<file path="src/rtl/cpu_pkg.sv">
// Shared definitions for the memory arbiter: default bus geometry, FSM
// encoding and the wait-counter width used by control and datapath alike.
package cpu_pkg;

    localparam int AW_DEF     = 16;
    localparam int DW_DEF     = 32;
    localparam int RD_LAT_DEF = 2;
    localparam int CNT_W      = 4;   // holds RD_LAT-1 for RD_LAT up to 15

    typedef enum logic [1:0] {
        ST_IDLE  = 2'd0,
        ST_ISSUE = 2'd1,
        ST_WAIT  = 2'd2,
        ST_RESP  = 2'd3
    } arb_state_e;

    typedef enum logic {
        SRC_IF = 1'b0,
        SRC_DM = 1'b1
    } src_e;

    function automatic logic [CNT_W-1:0] wait_init(input int rd_lat);
        return CNT_W'(rd_lat - 1);
    endfunction

endpackage

</file>
<file path="src/rtl/mem_arbiter_if.sv">
// Bundle of fetch port, data port and single-port memory signals between the
// CPU side, the arbiter and the memory.
interface mem_arbiter_if #(
    parameter int AW = cpu_pkg::AW_DEF,
    parameter int DW = cpu_pkg::DW_DEF
);

    logic          if_req;
    logic [AW-1:0] if_addr;
    logic [DW-1:0] if_rdata;
    logic          if_ack;

    logic          dm_req;
    logic          dm_we;
    logic [AW-1:0] dm_addr;
    logic [DW-1:0] dm_wdata;
    logic [DW-1:0] dm_rdata;
    logic          dm_ack;

    logic          mem_en;
    logic          mem_we;
    logic [AW-1:0] mem_addr;
    logic [DW-1:0] mem_wdata;
    logic [DW-1:0] mem_rdata;

    logic          busy;

    modport slave (
        input  if_req, if_addr, dm_req, dm_we, dm_addr, dm_wdata, mem_rdata,
        output if_rdata, if_ack, dm_rdata, dm_ack,
        output mem_en, mem_we, mem_addr, mem_wdata, busy
    );

    modport master (
        output if_req, if_addr, dm_req, dm_we, dm_addr, dm_wdata, mem_rdata,
        input  if_rdata, if_ack, dm_rdata, dm_ack,
        input  mem_en, mem_we, mem_addr, mem_wdata, busy
    );

endinterface

</file>
<file path="src/rtl/rr_pick2.sv">
// Two-way round-robin picker: a sole requester wins; on a tie the side that
// was not granted last wins. req[0]/gnt[0] is fetch, req[1]/gnt[1] is data.
module rr_pick2 (
    input  logic [1:0] req,
    input  logic       last_dm,
    output logic [1:0] gnt
);

    assign gnt[0] = req[0] & (~req[1] |  last_dm);
    assign gnt[1] = req[1] & (~req[0] | ~last_dm);

endmodule

</file>
<file path="src/rtl/mem_arbiter.sv">
// Arbitrates instruction-fetch and data requests onto one single-port memory
// through an IDLE -> ISSUE -> (WAIT) -> RESP sequence with registered outputs.
module mem_arbiter
    import cpu_pkg::*;
#(
    parameter int AW     = AW_DEF,
    parameter int DW     = DW_DEF,
    parameter int RD_LAT = RD_LAT_DEF
) (
    input  logic          clk,
    input  logic          rst,
    mem_arbiter_if.slave  bus
);

    localparam logic [CNT_W-1:0] WAIT_INIT = wait_init(RD_LAT);

    arb_state_e       state_q,    state_d;
    logic [CNT_W-1:0] cnt_q,      cnt_d;
    logic             last_dm_q,  last_dm_d;
    src_e             win_q,      win_d;
    logic [AW-1:0]    addr_q,     addr_d;
    logic             we_q,       we_d;
    logic [DW-1:0]    wdata_q,    wdata_d;
    logic [DW-1:0]    if_rdata_q, if_rdata_d;
    logic [DW-1:0]    dm_rdata_q, dm_rdata_d;
    logic             if_ack_q,   if_ack_d;
    logic             dm_ack_q,   dm_ack_d;
    logic             mem_en_q,   mem_en_d;
    logic             mem_we_q,   mem_we_d;
    logic             busy_q,     busy_d;
    logic [1:0]       gnt;

    rr_pick2 u_pick (
        .req     ({bus.dm_req, bus.if_req}),
        .last_dm (last_dm_q),
        .gnt     (gnt)
    );

    always_comb begin
        // NOTE: every _d starts from its held value so no path leaves it unassigned (no latch).
        state_d    = state_q;
        cnt_d      = cnt_q;
        last_dm_d  = last_dm_q;
        win_d      = win_q;
        addr_d     = addr_q;
        we_d       = we_q;
        wdata_d    = wdata_q;
        if_rdata_d = if_rdata_q;
        dm_rdata_d = dm_rdata_q;

        unique case (state_q)
            ST_IDLE: begin
                if (|gnt) begin
                    win_d     = gnt[1] ? SRC_DM : SRC_IF;
                    last_dm_d = gnt[1];
                    addr_d    = gnt[1] ? bus.dm_addr : bus.if_addr;
                    we_d      = gnt[1] & bus.dm_we;
                    wdata_d   = gnt[1] ? bus.dm_wdata : '0;
                    state_d   = ST_ISSUE;
                end
            end
            ST_ISSUE: begin
                if (we_q) begin
                    state_d = ST_RESP;
                end else begin
                    cnt_d   = WAIT_INIT;
                    state_d = ST_WAIT;
                end
            end
            ST_WAIT: begin
                if (cnt_q == '0) begin
                    if (win_q == SRC_DM) dm_rdata_d = bus.mem_rdata;
                    else                 if_rdata_d = bus.mem_rdata;
                    state_d = ST_RESP;
                end else begin
                    cnt_d = cnt_q - CNT_W'(1);
                end
            end
            ST_RESP: state_d = ST_IDLE;
            default: state_d = ST_IDLE;
        endcase

        // Outputs are derived from the next state so they line up with it.
        mem_en_d = (state_d == ST_ISSUE);
        mem_we_d = mem_en_d & we_d;
        busy_d   = (state_d != ST_IDLE);
        if_ack_d = (state_d == ST_RESP) & (win_d == SRC_IF);
        dm_ack_d = (state_d == ST_RESP) & (win_d == SRC_DM);
    end

    always_ff @(posedge clk or posedge rst) begin
        if (rst) begin
            state_q    <= ST_IDLE;
            cnt_q      <= '0;
            last_dm_q  <= 1'b1;
            win_q      <= SRC_IF;
            addr_q     <= '0;
            we_q       <= 1'b0;
            wdata_q    <= '0;
            if_rdata_q <= '0;
            dm_rdata_q <= '0;
            if_ack_q   <= 1'b0;
            dm_ack_q   <= 1'b0;
            mem_en_q   <= 1'b0;
            mem_we_q   <= 1'b0;
            busy_q     <= 1'b0;
        end else begin
            // NOTE: non-blocking updates so every flop samples pre-edge values.
            state_q    <= state_d;
            cnt_q      <= cnt_d;
            last_dm_q  <= last_dm_d;
            win_q      <= win_d;
            addr_q     <= addr_d;
            we_q       <= we_d;
            wdata_q    <= wdata_d;
            if_rdata_q <= if_rdata_d;
            dm_rdata_q <= dm_rdata_d;
            if_ack_q   <= if_ack_d;
            dm_ack_q   <= dm_ack_d;
            mem_en_q   <= mem_en_d;
            mem_we_q   <= mem_we_d;
            busy_q     <= busy_d;
        end
    end

    assign bus.if_rdata  = if_rdata_q;
    assign bus.if_ack    = if_ack_q;
    assign bus.dm_rdata  = dm_rdata_q;
    assign bus.dm_ack    = dm_ack_q;
    assign bus.mem_en    = mem_en_q;
    assign bus.mem_we    = mem_we_q;
    assign bus.mem_addr  = addr_q;
    assign bus.mem_wdata = wdata_q;
    assign bus.busy      = busy_q;

endmodule

</file>
<file path="src/flat_wrapper.sv">
// flat-port wrapper written by rule: the top's interface ports become plain ports
module mem_arbiter_flat import cpu_pkg::*;
#(
    parameter int AW     = AW_DEF,
    parameter int DW     = DW_DEF,
    parameter int RD_LAT = RD_LAT_DEF
)
  (clk, rst, bus_if_req, bus_if_addr, bus_dm_req, bus_dm_we, bus_dm_addr, bus_dm_wdata, bus_mem_rdata, bus_if_rdata, bus_if_ack, bus_dm_rdata, bus_dm_ack, bus_mem_en, bus_mem_we, bus_mem_addr, bus_mem_wdata, bus_busy);
  mem_arbiter_if #(.AW(AW), .DW(DW)) bus_i ();
  input  logic clk;
  input  logic rst;
  input wire logic [$bits(bus_i.if_req)-1:0] bus_if_req;
  input wire logic [$bits(bus_i.if_addr)-1:0] bus_if_addr;
  input wire logic [$bits(bus_i.dm_req)-1:0] bus_dm_req;
  input wire logic [$bits(bus_i.dm_we)-1:0] bus_dm_we;
  input wire logic [$bits(bus_i.dm_addr)-1:0] bus_dm_addr;
  input wire logic [$bits(bus_i.dm_wdata)-1:0] bus_dm_wdata;
  input wire logic [$bits(bus_i.mem_rdata)-1:0] bus_mem_rdata;
  output wire logic [$bits(bus_i.if_rdata)-1:0] bus_if_rdata;
  output wire logic [$bits(bus_i.if_ack)-1:0] bus_if_ack;
  output wire logic [$bits(bus_i.dm_rdata)-1:0] bus_dm_rdata;
  output wire logic [$bits(bus_i.dm_ack)-1:0] bus_dm_ack;
  output wire logic [$bits(bus_i.mem_en)-1:0] bus_mem_en;
  output wire logic [$bits(bus_i.mem_we)-1:0] bus_mem_we;
  output wire logic [$bits(bus_i.mem_addr)-1:0] bus_mem_addr;
  output wire logic [$bits(bus_i.mem_wdata)-1:0] bus_mem_wdata;
  output wire logic [$bits(bus_i.busy)-1:0] bus_busy;
  assign bus_i.if_req = bus_if_req;
  assign bus_i.if_addr = bus_if_addr;
  assign bus_i.dm_req = bus_dm_req;
  assign bus_i.dm_we = bus_dm_we;
  assign bus_i.dm_addr = bus_dm_addr;
  assign bus_i.dm_wdata = bus_dm_wdata;
  assign bus_i.mem_rdata = bus_mem_rdata;
  assign bus_if_rdata = bus_i.if_rdata;
  assign bus_if_ack = bus_i.if_ack;
  assign bus_dm_rdata = bus_i.dm_rdata;
  assign bus_dm_ack = bus_i.dm_ack;
  assign bus_mem_en = bus_i.mem_en;
  assign bus_mem_we = bus_i.mem_we;
  assign bus_mem_addr = bus_i.mem_addr;
  assign bus_mem_wdata = bus_i.mem_wdata;
  assign bus_busy = bus_i.busy;
  mem_arbiter #(.AW(AW), .DW(DW), .RD_LAT(RD_LAT)) u_core (.clk(clk), .rst(rst), .bus(bus_i));
endmodule
</file>
<file path="config.mk">
export PLATFORM = sky130hd
export DESIGN_NAME = mem_arbiter_flat
export DESIGN_NICKNAME = d
export VERILOG_FILES = /design/src/rtl/cpu_pkg.sv /design/src/rtl/mem_arbiter_if.sv /design/src/rtl/rr_pick2.sv /design/src/rtl/mem_arbiter.sv /design/src/flat_wrapper.sv
export SDC_FILE = /design/constraint.sdc
export NUM_CORES = 1
export LEC_CHECK = 0
export ABC_AREA = 1
export BUFFER_PORTS_ARGS = -buffer_cell sky130_fd_sc_hd__buf_2
export CORE_MARGIN = 2
export CORE_UTILIZATION = 52
export CTS_BUF_LIST = sky130_fd_sc_hd__clkbuf_8 sky130_fd_sc_hd__clkbuf_16
export DETAILED_ROUTE_END_ITERATION = 8
export GPL_ROUTABILITY_DRIVEN = 1
export PLACE_DENSITY = 0.84
export SKIP_LAST_GASP = 1
export SYNTH_ARGS = -nofsm -noshare
export SYNTH_HDL_FRONTEND = slang
export SYNTH_SLANG_ARGS = --single-unit
export TNS_END_PERCENT = 100
</file>
<file path="constraint.sdc">
create_clock -name clk -period 5.4 [get_ports clk]
set_input_delay 0.27 -clock clk [delete_from_list [all_inputs] [get_ports clk]]
set_output_delay 0.27 -clock clk [all_outputs]
set_load 0.01 [all_outputs]
</file>
==> flow_summary_export.csv, run 1 <==
group,metric,value,unit
timing,skew,0.00459,ns
clock_network,root_buffer,"clkbuf_8",
logic_synthesis,netlist_instances,617,
logic_synthesis,synth_top_area_share,58.7,%
run_status,status,"completed",
logic_synthesis,async_reset_ff_share,100,%
floorplan,die_h,105,um
logic_synthesis,syn-num-nets,724,
detailed_routing,wl,15.6,mm
floorplan,initial_utilization,54.0,%
detailed_routing,met1_length,5.95,mm
place,portBuffers,217,
clock_network,clkTransAtPathRegs,0.06,ns
finish,instances_no_fill,1032,
floorplan,io_pins,218,
power,p_per_area,601,nW/um^2
global_routing,grt_pass1_wl,25.4,mm
finish,nNetsFinal,993,
critical_path,required,5.85,ns
timing,maxSlewViolCount,0,
critical_path,cp_max_fo,53,
detailed_routing,drc,0,
logic_synthesis,synth_common_cells,"nand2_1 (322), dfrtp_1 (125), o21ai_1 (38), o21ai_0 (27), nand3_1 (22)",
job,maxCapViolCount,0,
timing,worst_slew_pin_slew,1.16,ns
logic_synthesis,synth.avg_cell_area,8.64,sq um
global_routing,first_global_vias,5218,
global_routing,grt_remaining_overflow,0,
clock_network,htree_levels,4,
timing,rsz0062_at_grt,"no",
critical_path,crit_chain,"nand2_1 > nand3_1 > nand2_2 > inv_2 > nand2_1 > nand2_1",
clock_network,post_cts_buffers,0,
global_routing,grt_max_degree,69,
detailed_routing,wl_met2,7.98,mm
detailed_routing,drt-pass1-iter-count,5,
timing,tns,0,ns
clock_network,clock_latency,0.51,ns
logic_synthesis,ys.warnings.count,0,
logic_synthesis,synth.most_common_cell,"nand2_1",
logic_synthesis,synth_area_leader_cell,"dfrtp_1",
timing,max_freq,413,MHz
logic_synthesis,ys_seq_area_share,59.2,%
logic_synthesis,synth-seq-cells,126,
finish,diodes,0,
clock_network,numCtsBuffers,17,
timing,hold_viol,0,
critical_path,cp-end-kind,"flop",
global_routing,antenna_found_initial,0,
floorplan,core.rowCount,36,
detailed_routing,met3_length,1.39,mm
finish,final_core_util,77.3,%
finish,multiInputGateArea,1880,sq um
logic_synthesis,synth_edf_count,0,
detailed_routing,first_iter_violations,330,
critical_path,slowest_stage,"nand2_2",
power,leakage,0.00427,uW
critical_path,crit_top_cell,"nand2_1",
clock_network,cts.sink_count,126,
place,hpwl,9.62,mm
timing,setup_violations,0,
global_routing,grt_usage,29.1,%
floorplan,die_area,11100,sq um
timing,timing.final.ws_setup,2.98,ns
critical_path,arrival,2.87,ns
timing,slew_headroom,22.6,%
finish,num-fill-cells,618,
finish,seqCellArea,3150,sq um
clock_network,tritoncts,"yes",
critical_path,slowest_delay,0.58,ns
hold_path,hold_class,"primary input to flop",
logic_synthesis,synth_area,5330,sq um
logic_synthesis,ys.flop_type,"dfrtp_1",
clock_network,cts_buffer_depth,2,
detailed_routing,post_drt_wl_per_cell,15.1,um
timing,finalCritPeriodShare,44.8,%
place,post-place-ws,3.01,ns
detailed_routing,num_vias,5193,
place,gp_congestion,0.799,
logic_synthesis,synth.area.top_cells,"dfrtp_1 (59%), nand2_1 (23%), o21ai_1 (3.6%)",
logic_synthesis,ys_types,25,
detailed_routing,routed_via_density,5.03,
critical_path,start_kind,"flop",
power,ir_worst_vdd,0.000347,V
finish,area_delta_synth_final,43.1,%
finish,drive_above_1_share,29.3,%
detailed_routing,ant_nets,0,
floorplan,die_x,105,um
critical_path,path_class,"flop to flop",
floorplan,core,9860,sq um
place,dp.cells,935,
detailed_routing,highest-signal-layer,"met4",
timing,finalCriticalPeriod,2.42,ns
## critical path, delay by kind of cell, from the launching register on
| family | cells | cell delay, ns |
|---|---|---|
| flops | 1 | 0.53 |
| buf+inv | 1 | 0.47 |
| simple gates | 5 | 1.35 |
## state kept, by name (all words and copies together) (netlist names)
name,cells
u_core.state_q,2
u_core.bus.mem_we,1
u_core.bus.mem_wdata,32
u_core.bus.dm_rdata,32
u_core.last_dm_q,1
u_core.we_q,1
u_core.bus.if_rdata,32
u_core.bus.mem_addr,16
u_core.bus.busy,1
u_core.bus.mem_en,1
u_core.bus.if_ack,1
u_core.bus.dm_ack,1
u_core.cnt_q,4
u_core.win_q,1
## cell families after synthesis
family | Yosys count | share of synthesized area [%]
fa+ha+maj | 6 | 1.41
compound gates | 71 | 6.88
flops | 126 | 59.2
simple gates | 359 | 26.7
xor+xnor | 1 | 0.164
buf+inv | 54 | 5.66
## path summary, 6_finish.rpt
kind / from / to / slack [ns] / depth (start not counted)
hold / removal: bus_if_addr[6] / u_core.bus.mem_addr[6] / 0.04 / 5
max in group asynchronous: rst / u_core.bus.mem_wdata[23] / 3.63 / 4
setup reg to reg: u_core.last_dm_q / u_core.bus.mem_addr[9] / 2.98 / 6
min in group asynchronous: rst / u_core.bus.mem_wdata[4] / 0.46 / 3
setup / recovery: u_core.last_dm_q / u_core.bus.mem_addr[9] / 2.98 / 6
hold reg to reg: u_core.bus.mem_addr[5] / u_core.bus.mem_addr[5] / 0.47 / 2
## per-stage QoR
step	hold WS, ns	cell area, sq um	power, uW
finish	0.0436	7630	4590
detailed placement	0.447	6370	3380
floorplan	0.387	5330	2710
CTS	0.0167	7630	4580
global route	0.0605	7630	4900
global placement	0.440	6370	3280
## report_power, final
part | switching [uW] | internal (uW)
clock | 402 | 754
sequential | 263 | 1410
combinational | 1130 | 635
total | 1790 | 2800
## cell usage in the layout, fill, tap and decap left out
cell type and count:
clkbuf_16 16, clkinvlp_4 1, clkinv_2 4, inv_2 3, buf_4 2, nand3_1 22
clkinv_4 2, nand2_2 2, a21oi_1 3, nand3_4 1, inv_4 1, xor2_1 1
dlygate4sd3_1 65, nand4_1 1, nand2_4 1, bufinv_16 4, inv_1 19, o21ai_2 3
o21ai_1 38, dfstp_2 1, nor2_1 7, nor2_4 2, ha_1 6, nand3_2 1
clkbuf_8 2, nand2_1 322, o21ai_0 27, dfrtp_1 125, buf_2 217
## layer usage
layer	vias to the layer above	global-route usage, %
li1	2463	-
met1	2395	34.2
met2	307	51.2
met3	28	7.67
met4	0	10.8
met5	-	0
## final cells by class
cell class / count / share of cell area [%]
Sequential cell: 126 / 41.3
Timing Repair Buffer: 284 / 23.0
Clock buffer: 18 / 5.61
Tap cell: 133 / 2.18
Inverter: 20 / 1.02
Clock inverter: 14 / 2.31
Multi-Input combinational cell: 437 / 24.6
## repair_timing
item                                   4_1_cts  5_1_grt
resized for setup                            0        0
endpoints found under the hold margin      157        0
hold buffers                                65        0
Power figures use the tool's default switching activity.
==> run 2, diff against run 1 <==
CORE_UTILIZATION = 44   (was 52)
PLACE_DENSITY = 0.76   (was 0.84)
clock period = 2 ns   (was 5.4 ns; I/O delays follow)
==> flow_summary_export.csv, run 2 (same netlist as run 1, synthesis figures left out) <==
group,metric,value,unit
critical_path,cp-end-kind,"flop",
timing,rsz0062_at_grt,"no",
place,dp.cells,956,
critical_path,ff2ff_path_depth,8,
power,swShare,38.2,%
power,switching_power,4770,uW
detailed_routing,drt-pass1-iter-count,6,
critical_path,start_kind,"flop",
power,leakage,0.00438,uW
global_routing,grt_pass1_wl,24.9,mm
floorplan,initial_utilization,44.8,%
floorplan,die_x,114,um
finish,diodes,0,
floorplan,die_h,114,um
timing,max_freq,552,MHz
critical_path,required,2.34,ns
timing,finalCriticalPeriod,1.81,ns
power,seqPwrFrac,35.6,%
detailed_routing,ant_nets,0,
timing,hold_viol,0,
floorplan,io_pins,218,
place,portBuffers,217,
clock_network,tritoncts,"yes",
clock_network,root_buffer,"clkbuf_16",
critical_path,rr_startpoint,"u_core.last_dm_q",
clock_network,cts_buffer_depth,2,
power,p_int,7710,uW
global_routing,grt_remaining_overflow,0,
timing,maxSlewViolCount,0,
critical_path,rrSetupSlack,0.19,ns
timing,finalCritPeriodShare,90.5,%
global_routing,grt_usage,24.1,%
timing,tns,0,ns
finish,instances_no_fill,1068,
timing,timing.final.ws_setup,0.190,ns
detailed_routing,routed_via_density,4.87,
floorplan,core.rowCount,40,
power,comb_power_share,39.1,%
clock_network,htree_levels,4,
detailed_routing,num_vias,5200,
power,p_per_area,1580,nW/um^2
timing,worst_slew_pin_slew,0.683,ns
finish,layout_commonest_cell,"nand2_1",
timing,skew,0.00961,ns
detailed_routing,post_drt_wl_per_cell,14.4,um
clock_network,clock_latency,0.41,ns
place,gp_congestion,0.840,
floorplan,core,11900,sq um
finish,drive_above_1_share,29.5,%
detailed_routing,wl,15.3,mm
floorplan,die_area,13000,sq um
global_routing,grt_max_degree,127,
global_routing,antenna_found_initial,0,
detailed_routing,drc,0,
finish,layout_common_cells,"nand2_1 (322), buf_2 (217), dfrtp_1 (125)",
clock_network,numCtsBuffers,17,
clock_network,cts.sink_count,126,
critical_path,cp-startpoint,"u_core.last_dm_q",
job,maxCapViolCount,0,
critical_path,arrival,2.15,ns
hold_path,hold_class,"primary input to flop",
power,ir_worst_vdd,0.000754,V
clock_network,post_cts_buffers,0,
timing,hold_ws,0.0259,ns
critical_path,r2r-end,"u_core.bus.mem_addr[2]",
place,post-place-ws,0.336,ns
critical_path,crit_path_end,"u_core.bus.mem_addr[2]",
clock_network,clkTransAtPathRegs,0.05,ns
critical_path,cp_max_fo,19,
power,clkPwrFrac,25.3,%
finish,final_core_util,66.5,%
finish,area_delta_synth_final,48.6,%
place,hpwl,8.93,mm
detailed_routing,first_iter_violations,503,
timing,slew_headroom,54.5,%
global_routing,first_global_vias,5281,
run_status,status,"completed",
critical_path,path_class,"flop to flop",
timing,setup_violations,0,
finish,nNetsFinal,1015,
## run 2: stage by stage
step | total power (uW) | instance area, sq um
2_1_floorplan | 7310 | 5340
3_3_place_gp | 9030 | 6500
3_5_place_dp | 9160 | 6500
4_1_cts | 12500 | 7920
5_1_grt | 13400 | 7920
6_report | 12500 | 7920
## run 2: how the worst min path moves through the flow
stage	from	to	slack (ns)	depth (start not counted)
2_1_floorplan	bus_mem_rdata[14]	u_core.bus.dm_rdata[14]	0.22	2
3_3_place_gp	bus_dm_wdata[16]	u_core.bus.mem_wdata[16]	0.30	3
3_5_place_dp	bus_dm_wdata[9]	u_core.bus.mem_wdata[9]	0.30	3
4_1_cts	bus_if_addr[6]	u_core.bus.mem_addr[6]	0.003	5
5_1_grt	bus_if_addr[4]	u_core.bus.mem_addr[4]	0.04	5
6_report	bus_dm_addr[1]	u_core.bus.mem_addr[1]	0.03	5
## run 2: metal layers
layer	GRT usage, %	wire [um]
met5	0	0
met1	29.2	6350
met3	7.25	1250
met4	11.7	402
met2	39.6	7330
## run 2: layout make-up
type,instances,area (sq um)
clock buffer,21,480
clock inverter,11,138
fill,919,3990
inverter,20,78.8
multi-input combinational,437,1880
sequential,126,3150
tap,147,184
timing repair buffer,306,2000
## run 2: worst max-delay path, stage by stage, from the launching register on
cell and delay (ns):
dfstp_2 0.53, nand2_1 0.06, buf_4 0.20, nand2_4 0.16
nand2_1 0.07, nand2_1 0.06, dlygate4sd3_1 0.55, nand2_1 0.05
nand2_1 0.06
## run 2: repair_timing
item | CTS | global route
hold endpoints to repair | 234 | 0
setup endpoints to repair | 0 | 1
hold buffers | 80 | 0
resized for setup | 0 | 1
## run 2: power by group through the flow
stage / clock, uW / sequential, uW / combinational (uW)
after floorplan: 0 / 4960 / 2360
after CTS: 3210 / 4420 / 4850
after detailed placement: 0 / 4430 / 4730
final: 3160 / 4440 / 4880
after global placement: 0 / 4410 / 4610
after global routing: 3340 / 4570 / 5480
==> run 3, diff against run 2 <==
clock period = 1.5 ns   (was 2 ns; I/O delays follow)
==> flow_summary_export.csv, run 3 (same netlist as run 1, synthesis figures left out) <==
group,metric,value,unit
power,comb_power_share,41.6,%
floorplan,io_pins,218,
finish,diodes,0,
detailed_routing,num_vias,5674,
timing,setup_violations,0,
power,power.total,17700,uW
global_routing,grt_pass1_wl,26.5,mm
power,p_int,10800,uW
clock_network,cts.sink_count,126,
critical_path,crit_cells,9,
critical_path,slowest_delay,0.40,ns
critical_path,crit_path_end,"u_core.bus.dm_rdata[11]",
power,clkPwrFrac,24.7,%
job,maxCapViolCount,0,
critical_path,cp-startpoint,"u_core.cnt_q[1]",
floorplan,initial_utilization,44.8,%
timing,slew_headroom,72.7,%
floorplan,core.rowCount,40,
critical_path,rrSetupSlack,0.02,ns
critical_path,cp_max_fo,16,
place,hpwl,9.30,mm
timing,maxSlewViolCount,0,
hold_path,hold_path_depth,5,
timing,skew,0.0159,ns
finish,layout_commonest_cell,"nand2_1",
power,seqPwrFrac,33.7,%
finish,drive_above_1_share,32.5,%
global_routing,grt_usage,25.8,%
global_routing,grtUsageMet1,32.7,%
critical_path,ff2ff_path_depth,9,
place,portBuffers,217,
hold_path,hold_class,"primary input to flop",
clock_network,numCtsBuffers,17,
critical_path,r2r-end,"u_core.bus.dm_rdata[11]",
place,gp_congestion,0.829,
power,p_per_area,2100,nW/um^2
detailed_routing,ant_nets,0,
finish,layout_common_cells,"nand2_1 (313), buf_2 (217), dfrtp_1 (125)",
clock_network,clock_latency,0.41,ns
timing,hold_viol,0,
floorplan,die_h,114,um
global_routing,grt_max_degree,63,
clock_network,tritoncts,"yes",
critical_path,critPathBufInv,3,
critical_path,crit_chain,"inv_2 > ha_4 > nand2_2 > inv_2 > nand2_8 > nor2_4 > buf_12 > nand2_1 > nand2_1",
run_status,status,"completed",
clock_network,clkTransAtPathRegs,0.06,ns
place,post-place-ws,0.0577,ns
critical_path,start_kind,"flop",
global_routing,grt_remaining_overflow,0,
global_routing,first_global_vias,5454,
finish,area_delta_synth_final,57.9,%
timing,finalCriticalPeriod,1.48,ns
critical_path,rr_startpoint,"u_core.cnt_q[1]",
timing,hold_ws,0.0222,ns
detailed_routing,routed_via_density,5.17,
critical_path,required,1.83,ns
timing,worst_slew_pin_slew,0.408,ns
timing,timing.final.ws_setup,0.0247,ns
finish,final_core_util,70.7,%
timing,rsz0062_at_grt,"yes",
critical_path,path_class,"flop to flop",
global_routing,antenna_found_initial,0,
floorplan,die_area,13000,sq um
critical_path,arrival,1.80,ns
power,switching_power,6860,uW
critical_path,crit_family,"simple AND/OR/NAND/NOR gates",
power,leakage,0.00458,uW
detailed_routing,drt-pass1-iter-count,6,
global_routing,met3_usage,7.20,%
detailed_routing,drc,0,
clock_network,htree_levels,4,
detailed_routing,first_iter_violations,607,
critical_path,cp-end-kind,"flop",
power,ir_worst_vdd,0.000902,V
global_routing,top_usage_layer,"met2",
critical_path,slowest_stage,"dfrtp_1",
clock_network,root_buffer,"clkbuf_16",
power,swShare,38.8,%
detailed_routing,post_drt_wl_per_cell,16.1,um
clock_network,cts_buffer_depth,2,
floorplan,die_x,114,um
finish,nNetsFinal,1045,
floorplan,core,11900,sq um
timing,max_freq,678,MHz
detailed_routing,wl,17.6,mm
timing,finalCritPeriodShare,98.4,%
global_routing,grt_use_met2,42.6,%
## run 3: worst min path at each step
| stage | startpoint | endpoint | slack [ns] |
|---|---|---|---|
| 2_1_floorplan | bus_mem_rdata[14] | u_core.bus.dm_rdata[14] | 0.19 |
| 3_3_place_gp | rst | u_core.bus.mem_wdata[19] | 0.09 |
| 3_5_place_dp | rst | u_core.bus.mem_wdata[19] | 0.09 |
| 4_1_cts | bus_dm_addr[8] | u_core.bus.mem_addr[8] | 0.004 |
| 5_1_grt | bus_dm_addr[14] | u_core.bus.mem_addr[14] | 0.04 |
| 6_report | bus_dm_addr[14] | u_core.bus.mem_addr[14] | 0.02 |
## run 3: layout make-up
cell class	count	area, sq um
Clock buffer	21	480
Inverter	20	81.3
Clock inverter	11	154
Multi-Input combinational cell	437	1950
Sequential cell	126	3150
Tap cell	147	184
Timing Repair Buffer	336	2410
Fill cell	816	3490
## run 3: metal layers
metal / part of all wire, % / routed length (um)
met4: 2.1 / 369
met2: 49 / 8610
met1: 39 / 6950
met5: 0 / 0
met3: 9.7 / 1700
## run 3: power by group through the flow
stage	combinational (uW)	sequential [uW]	clock (uW)
after floorplan	3140	6610	0
after global routing	8120	6160	4600
final	7360	5970	4370
after CTS	6760	5910	4430
after global placement	6390	5910	0
after detailed placement	6580	5910	0
## run 3: through the flow
stage	instances	setup TNS [ns]	instance area, sq um
after floorplan	617	-15.93	5340
after global placement	965	0	6640
after detailed placement	965	0	6640
after CTS	1089	0	8190
after global routing	1098	-1.08	8420
final	1098	0	8420
## run 3: tightest hold or removal path, stage by stage
cell and delay, ns:
buf_2 0.08, nand3_1 0.07, nand2_1 0.06, nand2_1 0.06, nand2_1 0.05
## run 3: repair_timing
| item | 4_1_cts | 5_1_grt |
|---|---|---|
| buffers inserted | 0 | 3 |
| hold buffers | 92 | 0 |
| setup endpoints to repair | 0 | 112 |
| resized for setup | 0 | 25 |
| endpoints found under the hold margin | 130 | 0 |
